--- config.mk ---
export PLATFORM = sky130hd
export DESIGN_NAME = lfsr_pipe_next
export DESIGN_NICKNAME = d
export VERILOG_FILES = /design/src/rtl/lfsr_pipe_checker_pkg.sv /design/src/rtl/lfsr_pipe_checker_next.sv
export SDC_FILE = /design/constraint.sdc
export NUM_CORES = 1
export LEC_CHECK = 0
export ABC_AREA = 0
export CORE_AREA = 2 2 56 58
export DETAILED_ROUTE_END_ITERATION = 8
export DIE_AREA = 0 0 58 60
export MAX_ROUTING_LAYER = met4
export PLACE_DENSITY_LB_ADDON = 0.15
export SKIP_LAST_GASP = 1
export SYNTH_ARGS = -nofsm -noshare
export SYNTH_HDL_FRONTEND = slang
export SYNTH_SLANG_ARGS = --single-unit
--- constraint.sdc ---
create_clock -name vclk -period 2.8
set_input_delay 0.28 -clock vclk [all_inputs]
set_output_delay 0.28 -clock vclk [all_outputs]
set_load 0.005 [all_outputs]
--- src/rtl/lfsr_pipe_checker_pkg.sv ---
// Shared definitions for the LFSR/counter pattern checker: mode encodings,
// FSM state encodings and the LFSR feedback taps (31, 21, 1, 0).
package lfsr_pipe_checker_pkg;

  localparam logic MODE_LFSR    = 1'b0;
  localparam logic MODE_COUNTER = 1'b1;

  localparam int TAP_A = 31;
  localparam int TAP_B = 21;
  localparam int TAP_C = 1;
  localparam int TAP_D = 0;

  typedef enum logic [2:0] {
    ST_IDLE    = 3'd0,
    ST_SYNC_LO = 3'd1,
    ST_SYNC_HI = 3'd2,
    ST_CHK_LO  = 3'd3,
    ST_CHK_HI  = 3'd4
  } state_t;

  // Feedback bit shifted into bit 0 of the Fibonacci LFSR
  function automatic logic lfsr_fb(input logic [31:0] v);
    return v[TAP_A] ^ v[TAP_B] ^ v[TAP_C] ^ v[TAP_D];
  endfunction

endpackage

--- src/rtl/lfsr_pipe_checker_next.sv ---
// Combinational next-value function of the pattern sequence, shared by the
// generator and the checker so both ends step the sequence identically.
module lfsr_pipe_next
  import lfsr_pipe_checker_pkg::*;
(
  input  logic [31:0] i_v,
  input  logic        i_mode,
  output logic [31:0] o_next
);

  // Counter mode increments; LFSR mode shifts left with the tap XOR in bit 0.
  // An all-zero LFSR value maps to zero, which is intentional.
  always_comb begin
    if (i_mode == MODE_COUNTER) begin
      o_next = i_v + 32'd1;
    end else begin
      o_next = {i_v[30:0], lfsr_fb(i_v)};
    end
  end

endmodule

Word level (Yosys, flattened, before mapping)

Cells that the tools add are included.

Input bits: 33
Word-level logic and storage cells: 5
Output and inout bits: 32
Register bits after elaboration: 0

Add/sub/neg operators: 1
Mux-type cells: 1
Bitwise operators: 3

Operators by type and width:

| kind                  | number |
|---|---|
| $add 32x1->32 const B | 1 |
| $mux 32               | 1 |
| $xor 1x1->1           | 3 |

Logic depth before layout (Yosys ltp)

Depth after elaboration: 4
Depth in mapped cells: 7

Worst setup path after synthesis

Ideal clock, no wire load.

Path kind: input -> output
Start: in i_v[3]
End: out o_next[30]
Stages on the path: 7
Required time: 2.520 ns
Setup slack: 0.438 ns
Data arrival time: 2.082 ns
Cell sequence: buf_2 nand3_1 or4_4 buf_6 or4_4 o211a_1 nor3_2

Word-level cells in the longest chain between the ends: 2

RTL lines:

| what          | RTL line                     | RTL |
|---|---|---|
| from (decl)   | lfsr_pipe_checker_next.sv:6  | `input logic [31:0] i_v,` |
| $add 32x1->32 | lfsr_pipe_checker_next.sv:15 | `o_next = i_v + 32'd1;` |
| $mux 32       | lfsr_pipe_checker_next.sv:14 | `if (i_mode == MODE_COUNTER) begin` |
| to (decl)     | lfsr_pipe_checker_next.sv:8  | `output logic [31:0] o_next` |

No other way between the ends.

Worst setup path after layout

Start: in i_v[22]
End: out o_next[29]

The elaborated chain is that of the path after synthesis.

==> flow_summary.ini <==
[power]
leakagePower_nw = 0.923
clkPwrFrac_pct = 0
ir_worst_vdd_uv = 86.3
p_per_area_nw_per_um2 = 133
p_sw_mw = 0.117
combPwrFrac_pct = 100.0
p_sw_share_pct = 41.6
internal-power_mw = 0.165
pwr-share-seq_pct = 0

[finish]
seqCellArea_um2 = 0
fin_nets = 318
clkbuf_count = 0
utilization_pct = 72.9
n_sequential_cell = 0
syn_to_final_growth_pct = 99.9
antenna_cells = 0
fin_area_um2 = 2120
drive_gt1_share_pct = 26.2

[grt]
grt-ovfl-total = 0
grt_pass1_wl_um = 5970
antenna_found_initial = 0
grt_start_max_net_pins = 26
grt_use_total_pct = 21.2
grt_pass1_vias = 1417

[place]
place_area_um2 = 2020
hpwl_um = 2850
pre_cts_ws_ns = -0.356
gp_congestion = 0.817
io_buffers = 65

[routing]
top_layer_used = met4
vias_per_cell = 5.37
final_antenna_net_count = 0
dr_wl_met2_um = 1640
dr.first_iter.drc_count = 55
drc = 0
dr.pass1.iters = 4
wl_met1_um = 1750
via_count = 1691
drt_wl_total_um = 3610
met3_length_um = 199
avgRoutedWirePerCell_um = 11.5

[timing]
grt_setup_unrepaired = true
finalHoldViolations = 0
fin_ws_ns = 0.0998
max_freq_ghz = 0.370
finalSetupViolations = 0
fin_crit_sh_pct = 96.4
worst_pin_slew_ns = 0.294
period_needed_ns = 2.70
worst_hold_slack_ns = 1.08
slew_viol_final = 0
slew_headroom_pct = 80.2

[setup_path]
path_class = in2out
cp-start-kind = input pin
max_stage_delay_ns = 0.48
crit_chain = clkdlybuf4s50_1 -> inv_1 -> or3_4 -> buf_4 -> nor4_4 -> buf_4 -> buf_4 -> a31oi_1 -> and2_1 -> dlygate4sd2_1
crit_fanout = 6
cp_common_cell = buf_4
cpMaxStageDelayCell = clkdlybuf4s50_1
endpoint_kind = output pin
cp.arrival_ns = 2.42
cp_data_required_time_ns = 2.52

[die]
initial_utilization_pct = 36.5
fp-row-count = 20
die_w_um = 58
core_um2 = 2900
die_h_um = 60
die_area_um2 = 3480
io_pins = 65

[logic_synthesis]
synth.distinct_cells = 45
synth_nets = 215
netlist_area_um2 = 1060
synthCells = 181
yosys_warnings = 0
seq_area_frac_synth_pct = 0
syn_avg_cell_area_um2 = 5.85

[min_path]
worstHoldPathType = in2out

[cts]
cts_hold_buf = 0

[flow_run]
maxCapViolCount = 0

[status]
outcome = complete, no violations
-- cells in the final DEF (no fill, tap or decap), types with 2 or more instances in the layout --
cell             Yosys  routed
a21oi_1             31      31
a31oi_1              4       4
and3_1               2       2
buf_4                0      48
clkdlybuf4s15_1      0       2
clkdlybuf4s50_1      0      35
dlygate4sd2_1        0      18
dlymetal6s2s_1       0       7
inv_1                9       9
mux2i_1              3       3
nand2_1             13      11
nand2_2              0       2
nand2b_1             5       5
nand3_1             18      15
nand3_2              1       4
nand4_1              5       5
nor2_1              17      17
nor3_1               4       3
nor3_2               1       2
nor4_1               3       3
o211ai_1             5       5
o21ai_0              5       4
o22ai_1              5       5
or3_1                4       3
or4_4                2       3
xnor2_1              8       8
-- Yosys cell counts (5+ instances only) --
library cell / n / area share, %
a21oi_1: 31 / 15
nand4_1: 5 / 3.0
nand2b_1: 5 / 3.0
clkbuf_1: 10 / 3.5
nor2_1: 17 / 6.0
inv_1: 9 / 3.2
nand3_1: 18 / 8.5
nand2_1: 13 / 4.6
o22ai_1: 5 / 3.0
xnor2_1: 8 / 6.6
o211ai_1: 5 / 3.5
o21ai_0: 5 / 2.4
-- critical path: cells and delay by family --
kind / cells / cell delay (ns)
buffers and inverters: 6 / 1.22
and+or+nand+nor: 3 / 0.86
AOI/OAI and AO/OA: 1 / 0.07
-- repair_timing --
item                       in CTS  in global routing
resized for setup              35                 15
pin swaps                       9                  4
setup endpoints to repair      20                 12
setup buffers                   4                  1
-- per-layer routing --
layer,up-vias,track usage [%]
met2,43,35.2
met4,0,0.997
met1,757,29.5
li1,889,-
met5,-,-
met3,2,1.52
-- metrics by stage --
step,std cells,setup TNS [ns],total power [mW]
after global routing,315,-0.0945,0.309
final,315,0,0.282
after CTS,314,0,0.282
after global placement,310,-3.65,0.286
after detailed placement,310,-3.61,0.287
after floorplan,181,0,0.0993
-- path summary, 6_finish.rpt --
path                  startpoint    endpoint  cells past startpoint
worst min-delay path      i_mode  o_next[28]                      3
worst max-delay path     i_v[22]  o_next[29]                     10
-- power groups by stage --
| stage | logic (mW) | registers [mW] | clock network (mW) |
|---|---|---|---|
| detailed placement | 0.287 | 0 | 0 |
| floorplan | 0.0993 | 0 | 0 |
| finish | 0.282 | 0 | 0 |
| global placement | 0.286 | 0 | 0 |
| CTS | 0.282 | 0 | 0 |
| global route | 0.309 | 0 | 0 |
-- logic make-up (layout without fill, tap and decap cells) --
family / after synthesis / in the layout / share of synthesized area [%]
fa+ha+maj: 1 / 1 / 1.18
buf+inv: 22 / 123 / 8.63
mux: 4 / 4 / 3.90
xor+xnor: 8 / 8 / 6.62
simple gates: 88 / 88 / 47.5
compound gates: 58 / 58 / 32.2
-- cell type report --
type,instances,area [um2]
Multi-Input combinational cell,159,1030
Timing Repair Buffer,114,1010
Fill cell,273,787
Tap cell,33,41.3
Inverter,9,33.8
No activity file was read; power rests on OpenSTA's default activity.
